`config.mk`:
```
export PLATFORM = sky130hd
export DESIGN_NAME = sram_like_mo_handshake_flat
export DESIGN_NICKNAME = d
export VERILOG_FILES = /design/src/rtl/sram_hs_pkg.sv /design/src/rtl/sram_like_mo_handshake_if.sv /design/src/rtl/sram_hs_id_fifo.sv /design/src/rtl/sram_like_mo_handshake.sv /design/src/flat_wrapper.sv
export SDC_FILE = /design/constraint.sdc
export NUM_CORES = 1
export LEC_CHECK = 0
export BUFFER_PORTS_ARGS = -buffer_cell sky130_fd_sc_hd__buf_4
export CORE_ASPECT_RATIO = 0.9
export CORE_MARGIN = 10
export CORE_UTILIZATION = 59
export DETAILED_ROUTE_END_ITERATION = 8
export GPL_TIMING_DRIVEN = 0
export PLACE_DENSITY = 0.78
export SLEW_MARGIN = 20
export SYNTH_ARGS = -nofsm -noshare
export SYNTH_HDL_FRONTEND = slang
export SYNTH_SLANG_ARGS = --single-unit
```
`constraint.sdc`:
```
create_clock -name clk -period 6 [get_ports clk]
set_input_delay 1.5 -clock clk [delete_from_list [all_inputs] [get_ports clk]]
set_output_delay 1.5 -clock clk [all_outputs]
set_load 0.02 [all_outputs]
```
`src/rtl/sram_hs_pkg.sv`:
```
// Shared types and constants for the multi-outstanding SRAM-like handshake.
// id_t note: ids are plain logic [ID_W-1:0]. ID_NONE supplies the all-ones "no id" value for ID_W <= 64.
package sram_hs_pkg;

    typedef enum logic [0:0] {
        HS_IDLE = 1'b0,
        HS_HOLD = 1'b1
    } hs_state_e;

    localparam logic [0:0] ST_IDLE = HS_IDLE;
    localparam logic [0:0] ST_HOLD = HS_HOLD;

    localparam logic [63:0] ID_NONE = '1;

endpackage

```
`src/rtl/sram_like_mo_handshake_if.sv`:
```
// Stage/bus-side signal bundle for sram_like_mo_handshake.
// The flush signal exists only when SRAM_MO_HS_FLUSH_EN is defined.
interface sram_like_mo_handshake_if #(
    parameter int ID_W  = 32,
    parameter int CNT_W = 3
);
    logic [ID_W-1:0]  unique_id;
    logic             need_req;
    logic             addr_ok;
    logic             data_ok;
`ifdef SRAM_MO_HS_FLUSH_EN
    logic             flush;
`endif
    logic             req;
    logic             busy;
    logic             resp_valid;
    logic [ID_W-1:0]  resp_id;
    logic [CNT_W-1:0] outstanding;

`ifdef SRAM_MO_HS_FLUSH_EN
    modport master (output unique_id, need_req, addr_ok, data_ok, flush,
                    input  req, busy, resp_valid, resp_id, outstanding);
    modport slave  (input  unique_id, need_req, addr_ok, data_ok, flush,
                    output req, busy, resp_valid, resp_id, outstanding);
`else
    modport master (output unique_id, need_req, addr_ok, data_ok,
                    input  req, busy, resp_valid, resp_id, outstanding);
    modport slave  (input  unique_id, need_req, addr_ok, data_ok,
                    output req, busy, resp_valid, resp_id, outstanding);
`endif

endinterface

```
`src/rtl/sram_hs_id_fifo.sv`:
```
// Synchronous id FIFO with simultaneous push/pop; pointers wrap modulo DEPTH.
// Storage is not reset, only pointers and count.
module sram_hs_id_fifo #(
    parameter int W     = 32,
    parameter int DEPTH = 4,
    parameter int CNT_W = $clog2(DEPTH + 1)
) (
    input  logic             clk,
    input  logic             rst,
    input  logic             push,
    input  logic [W-1:0]     push_data,
    input  logic             pop,
    output logic [W-1:0]     head,
    output logic [CNT_W-1:0] count
);
    localparam int PTR_W = (DEPTH > 1) ? $clog2(DEPTH) : 1;

    logic [W-1:0]     mem_q [DEPTH];
    logic [PTR_W-1:0] wr_ptr_q, wr_ptr_d;
    logic [PTR_W-1:0] rd_ptr_q, rd_ptr_d;
    logic [CNT_W-1:0] count_q, count_d;

    function automatic logic [PTR_W-1:0] next_ptr(input logic [PTR_W-1:0] p);
        if (p == PTR_W'(DEPTH - 1)) return '0;
        return p + PTR_W'(1);
    endfunction

    always_comb begin
        wr_ptr_d = push ? next_ptr(wr_ptr_q) : wr_ptr_q;
        rd_ptr_d = pop  ? next_ptr(rd_ptr_q) : rd_ptr_q;
        count_d  = count_q;
        if (push && !pop)      count_d = count_q + CNT_W'(1);
        else if (pop && !push) count_d = count_q - CNT_W'(1);
    end

    always_ff @(posedge clk) begin
        if (rst) begin
            wr_ptr_q <= '0;
            rd_ptr_q <= '0;
            count_q  <= '0;
        end else begin
            wr_ptr_q <= wr_ptr_d;
            rd_ptr_q <= rd_ptr_d;
            count_q  <= count_d;
        end
    end

    always_ff @(posedge clk) begin
        if (push) mem_q[wr_ptr_q] <= push_data;
    end

    assign head  = mem_q[rd_ptr_q];
    assign count = count_q;

endmodule

```
`src/rtl/sram_like_mo_handshake.sv`:
```
// SRAM-like requester with up to MAX_OUTSTANDING accepted requests, id dedup and in-order response tagging.
// Optional SRAM_MO_HS_FLUSH_EN adds flush with discard of in-flight responses.
module sram_like_mo_handshake
    import sram_hs_pkg::*;
#(
    parameter int ID_W            = 32,
    parameter int MAX_OUTSTANDING = 4,
    parameter int CNT_W           = $clog2(MAX_OUTSTANDING + 1)
) (
    input  logic                     clk,
    input  logic                     rst,
    sram_like_mo_handshake_if.slave  bus
);
    logic [0:0]       state_q, state_d;
    logic [ID_W-1:0]  last_id_q, last_id_d;
    logic [ID_W-1:0]  done_id_q, done_id_d;
    logic [ID_W-1:0]  hold_id_q, hold_id_d;

    logic [ID_W-1:0]  fifo_head;
    logic [CNT_W-1:0] fifo_count;
    logic             fifo_push, fifo_pop;

    logic             full, req, accept, retire, bypass, resp_valid, flush_now;
    logic [ID_W-1:0]  issue_id, resp_id;

`ifdef SRAM_MO_HS_FLUSH_EN
    logic [CNT_W-1:0] discard_q, discard_d;
    logic             hold_flushed_q, hold_flushed_d;
    logic             discarding;

    assign flush_now  = bus.flush;
    assign discarding = (discard_q != '0);
`else
    assign flush_now  = 1'b0;
`endif

    assign full     = (fifo_count == CNT_W'(MAX_OUTSTANDING));
    assign issue_id = (state_q == ST_HOLD) ? hold_id_q : bus.unique_id;

    always_comb begin
        req = 1'b0;
        if (!rst) begin
            if (state_q == ST_HOLD) req = 1'b1;
            else req = bus.need_req && (bus.unique_id != last_id_q) && !full && !flush_now;
        end
    end

    assign accept = req && bus.addr_ok;
    assign retire = bus.data_ok && ((fifo_count != '0) || accept);
    // A response arriving with the FIFO empty can only belong to the request accepted this cycle.
    assign bypass    = retire && (fifo_count == '0);
    assign fifo_push = accept && !bypass;
    assign fifo_pop  = retire && !bypass;
    assign resp_id   = bypass ? issue_id : fifo_head;

`ifdef SRAM_MO_HS_FLUSH_EN
    assign resp_valid = retire && !discarding;
`else
    assign resp_valid = retire;
`endif

    sram_hs_id_fifo #(
        .W     (ID_W),
        .DEPTH (MAX_OUTSTANDING),
        .CNT_W (CNT_W)
    ) u_id_fifo (
        .clk       (clk),
        .rst       (rst),
        .push      (fifo_push),
        .push_data (issue_id),
        .pop       (fifo_pop),
        .head      (fifo_head),
        .count     (fifo_count)
    );

    always_comb begin
        state_d   = state_q;
        last_id_d = last_id_q;
        done_id_d = done_id_q;
        hold_id_d = hold_id_q;

        if (state_q == ST_IDLE) begin
            if (req && !bus.addr_ok) begin
                state_d   = ST_HOLD;
                hold_id_d = bus.unique_id;
            end
        end else if (bus.addr_ok) begin
            state_d = ST_IDLE;
        end

        if (accept) last_id_d = issue_id;
        if (resp_valid) done_id_d = resp_id;

`ifdef SRAM_MO_HS_FLUSH_EN
        hold_flushed_d = hold_flushed_q;
        discard_d      = discard_q;
        // A held request flushed before acceptance is still owed a response, which must be dropped.
        if (accept && hold_flushed_q) begin
            last_id_d      = last_id_q;
            hold_flushed_d = 1'b0;
        end
        if (flush_now) begin
            last_id_d      = ID_NONE[ID_W-1:0];
            discard_d      = fifo_count + CNT_W'(accept) - CNT_W'(retire);
            hold_flushed_d = (state_q == ST_HOLD) && !accept;
        end else begin
            discard_d = discard_q + CNT_W'(accept && hold_flushed_q)
                                  - CNT_W'(retire && discarding);
        end
`endif
    end

    always_ff @(posedge clk) begin
        if (rst) begin
            state_q   <= ST_IDLE;
            last_id_q <= ID_NONE[ID_W-1:0];
            done_id_q <= ID_NONE[ID_W-1:0];
            hold_id_q <= '0;
        end else begin
            state_q   <= state_d;
            last_id_q <= last_id_d;
            done_id_q <= done_id_d;
            hold_id_q <= hold_id_d;
        end
    end

`ifdef SRAM_MO_HS_FLUSH_EN
    always_ff @(posedge clk) begin
        if (rst) begin
            discard_q      <= '0;
            hold_flushed_q <= 1'b0;
        end else begin
            discard_q      <= discard_d;
            hold_flushed_q <= hold_flushed_d;
        end
    end
`endif

    assign bus.req         = req;
    assign bus.resp_valid  = resp_valid;
    assign bus.resp_id     = resp_id;
    assign bus.outstanding = fifo_count;
    assign bus.busy        = bus.need_req
                           && ((bus.unique_id == last_id_q) || (state_q == ST_HOLD))
                           && (bus.unique_id != done_id_q)
                           && !(resp_valid && (resp_id == bus.unique_id));

endmodule
```
`src/flat_wrapper.sv`:
```
// flat-port wrapper written by rule: the top's interface ports become plain ports
module sram_like_mo_handshake_flat import sram_hs_pkg::*;
#(
    parameter int ID_W            = 32,
    parameter int MAX_OUTSTANDING = 4,
    parameter int CNT_W           = $clog2(MAX_OUTSTANDING + 1)
)
  (clk, rst, bus_unique_id, bus_need_req, bus_addr_ok, bus_data_ok, bus_req, bus_busy, bus_resp_valid, bus_resp_id, bus_outstanding);
  sram_like_mo_handshake_if #(.ID_W(ID_W), .CNT_W(CNT_W)) bus_i ();
  input  logic clk;
  input  logic rst;
  input wire logic [$bits(bus_i.unique_id)-1:0] bus_unique_id;
  input wire logic [$bits(bus_i.need_req)-1:0] bus_need_req;
  input wire logic [$bits(bus_i.addr_ok)-1:0] bus_addr_ok;
  input wire logic [$bits(bus_i.data_ok)-1:0] bus_data_ok;
  output wire logic [$bits(bus_i.req)-1:0] bus_req;
  output wire logic [$bits(bus_i.busy)-1:0] bus_busy;
  output wire logic [$bits(bus_i.resp_valid)-1:0] bus_resp_valid;
  output wire logic [$bits(bus_i.resp_id)-1:0] bus_resp_id;
  output wire logic [$bits(bus_i.outstanding)-1:0] bus_outstanding;
  assign bus_i.unique_id = bus_unique_id;
  assign bus_i.need_req = bus_need_req;
  assign bus_i.addr_ok = bus_addr_ok;
  assign bus_i.data_ok = bus_data_ok;
  assign bus_req = bus_i.req;
  assign bus_busy = bus_i.busy;
  assign bus_resp_valid = bus_i.resp_valid;
  assign bus_resp_id = bus_i.resp_id;
  assign bus_outstanding = bus_i.outstanding;
  sram_like_mo_handshake #(.ID_W(ID_W), .MAX_OUTSTANDING(MAX_OUTSTANDING), .CNT_W(CNT_W)) u_core (.clk(clk), .rst(rst), .bus(bus_i));
endmodule
```
==> impl_metrics.yaml <==
run_status:
  status: "complete, no violations"
timing:
  slew_violations: 0
  holdWs_ns: 0.4889
  worstMarginPinSlew_ns: 1.048
  setup-tns-final_ns: 0
  fin_crit_ns: 5.974
  rsz0062_at_grt: "false"
  fmax_ghz: 0.1674
  clock-skew-final_ns: 0.01103
  slew_headroom_pct: 29.40
  hold_viol_final: 0
  finalCritPeriodShare_pct: 99.56
  final-setup-viol-count: 0
hold_path:
  min_to: "u_core.done_id_q[7]"
  min_from: "u_core.done_id_q[7]"
  hold_class: "reg2reg"
  holdPathStages: 1
placement:
  placed_area_mm2: 0.01174
  finalWeightedCongestion: 0.9817
  hpwl_um: 23920
  numPortBuffers: 46
  dp.cells: 1246
synthesis:
  yosys_warnings: 0
  netlist_area_mm2: 0.01098
  synth_cell_types: 61
  synthCells: 951
  ys_ff_latch: 234
  async_flop_share_pct: 0
  synth_edf_count: 128
  synth_ff_type: "edfxtp_1"
  synth_nets: 995
  synth-seq-area-share_pct: 54.35
  avgSynthCellArea_um2: 11.54
die:
  die_h_um: 149.4
  num_rows: 47
  num_io_pins: 75
  initial_core_util_pct: 59.82
  dieWidth_um: 163.8
  core_area_mm2: 0.01835
  die_area_mm2: 0.02447
worst_setup_path:
  r2r-end: "u_core.u_id_fifo.count[2]"
  worst-path-max-fanout: 10
  cp.arrival_ns: 4.47
  rr_startpoint: "u_core.last_id_q[2]"
  start_kind: "flop"
  crit_chain: "clkbuf_1 -> mux4_2 -> inv_1 -> o22ai_1 -> a2111oi_1 -> a41o_1 -> o2111a_1 -> a31oi_2 -> buf_4"
  worst_ep_required_time_ns: 4.50
  crit_slowest_cell: "dfxtp_1"
  r2r_cells: 15
  critPathKind: "reg2out"
  cp-end-kind: "output port"
  r2r_setup_slack_ns: 2.09
  slowest_delay_ns: 0.85
layout:
  layout.cells.most_common: "edfxtp_1"
  syn_to_final_growth_pct: 14.91
  layout-drive-gt1-share_pct: 17.71
  finalNonFillerCells: 1297
  fin_area_mm2: 0.01261
  layout.nets: 1076
  final_cell_mix: "edfxtp_1 (128), dfxtp_1 (106), nor2_1 (86)"
power:
  peakVddDrop_mv: 0.3233
  leakage_nw: 4.616
  total_power_mw: 5.038
  cellPowerDensity_mw_per_mm2: 399.5
routing:
  ant_nets: 0
  drc: 0
  drt_iter0_markers: 1043
  routedWlPerCell_um: 25.79
  vias_per_cell: 6.297
  wirelength_um: 33460
  first_pass_iters: 5
  vias: 8167
flow_run:
  maxCapViolations: 0
clock_network:
  clkLatencyLatePin_ns: 0.53
  cts_buffers: 24
  path_clk_slew_ns: 0.06
  cts_root_buf: "clkbuf_16"
  clock_sinks: 234
  hold_buffers: 0
  cts_max_level: 1
  clockBufferDepth: 3
  cts_tree: "built"
grt:
  antenna_found_initial: 2
  grt_max_degree: 18
  grt_first_pass_wirelength_um: 49560
  grt.overflow.total: 0
  grt_use_total_pct: 26.89
  grt_pass1_vias: 7909
## synthesized netlist by cell type (4+ instances only)
| library cell | count | area share (%) |
|---|---|---|
| a21oi_1 | 34 | 1.6 |
| mux2_2 | 5 | 0.51 |
| buf_2 | 26 | 1.2 |
| mux4_2 | 28 | 5.7 |
| o21ai_1 | 4 | 0.18 |
| clkbuf_1 | 40 | 1.4 |
| nor4_2 | 4 | 0.46 |
| a211o_1 | 32 | 2.6 |
| nand4_1 | 13 | 0.74 |
| o22ai_1 | 13 | 0.74 |
| o21ai_0 | 74 | 3.4 |
| inv_1 | 63 | 2.2 |
| ha_1 | 6 | 0.68 |
| edfxtp_1 | 128 | 35 |
| nor3_1 | 4 | 0.18 |
| nand2_1 | 26 | 0.89 |
| and3_1 | 6 | 0.34 |
| dfxtp_1 | 106 | 19 |
| nor4_1 | 15 | 0.85 |
| and2_1 | 21 | 1.2 |
| xnor2_1 | 16 | 1.3 |
| mux2i_1 | 68 | 6.2 |
| nor2_1 | 86 | 2.9 |
| xor2_1 | 69 | 5.5 |
| buf_6 | 7 | 0.72 |
| nand3_1 | 7 | 0.32 |
## cell families (layout without fill, tap and decap cells)
kind of cell | after synthesis | count (layout) | synth area share [%]
DFF | 234 | 234 | 54.35
and+or+nand+nor | 194 | 194 | 8.824
AOI/OAI and AO/OA | 190 | 190 | 11.12
buffers and inverters | 140 | 239 | 5.597
muxes | 101 | 101 | 12.46
xor gates and xnor gates | 85 | 85 | 6.783
adders and majority gates | 7 | 7 | 0.8664
other | 0 | 2 | 0
## critical path, delay by kind of cell (launching register included)
family                 cells  cell delay, ns
muxes                      1            0.43
buffers and inverters      3            1.00
AOI/OAI and AO/OA          5            1.66
DFF                        1            0.85
## how the worst max path moves through the flow
stage | endpoint | slack (ns) | from
6_report | bus_busy | 0.03 | flop
5_1_grt | bus_busy | 0.003 | bus_unique_id[30]
4_1_cts | bus_busy | 0.0002 | bus_unique_id[1]
3_5_place_dp | bus_busy | -0.43 | bus_unique_id[28]
3_3_place_gp | bus_busy | -0.46 | bus_unique_id[28]
2_1_floorplan | bus_busy | 0.83 | bus_unique_id[11]
## power by group
part	internal, mW	leakage (nW)	switching (mW)
Sequential	1.87	2.03	0.111
Combinational	0.619	2.22	0.962
Clock	0.847	0.366	0.627
## registers in the layout, summed over array words and instances, names as in the netlist, named ones only
signal	count
u_core.u_id_fifo.count	3
u_core.state_q	1
u_core.done_id_q	32
u_core.u_id_fifo.wr_ptr_q	2
u_core.u_id_fifo.rd_ptr_q	2
u_core.last_id_q	32
u_core.u_id_fifo.mem_q	128
u_core.hold_id_q	32
## what timing repair did
action                                  in CTS  in global routing
buffers inserted                             2                  4
resized for setup                           11                  7
endpoints found under the setup margin       1                  2
pin swaps                                    2                  2
## area by class of cell
cell class	instances	area, um^2
antenna	2	5.005
buffer	75	377.9
sequential	234	5966
inverter	64	240.2
tap	245	306.5
fill	1409	5736
timing repair buffer	56	500.5
clock buffer	32	651.9
clock inverter	12	105.1
multi-input combinational	577	4459
## stage by stage
| stage | worst slack [ns] | util [%] |
|---|---|---|
| floorplan | 0.8258 | - |
| global route | 0.002883 | 68.73 |
| CTS | 0.0001799 | 68.41 |
| global placement | -0.4586 | 63.37 |
| detailed placement | -0.4262 | 64.01 |
| finish | 0.02639 | 68.74 |
## metal layers
metal	global-route usage, %	vias up	routed length [um]
met1	38.27	4064	14150
met3	5.960	54	3438
met4	6.518	0	789
met2	41.10	468	15080
li1	-	3581	-
met5	0	-	0
Note: power is estimated with default switching activity, not from simulation.
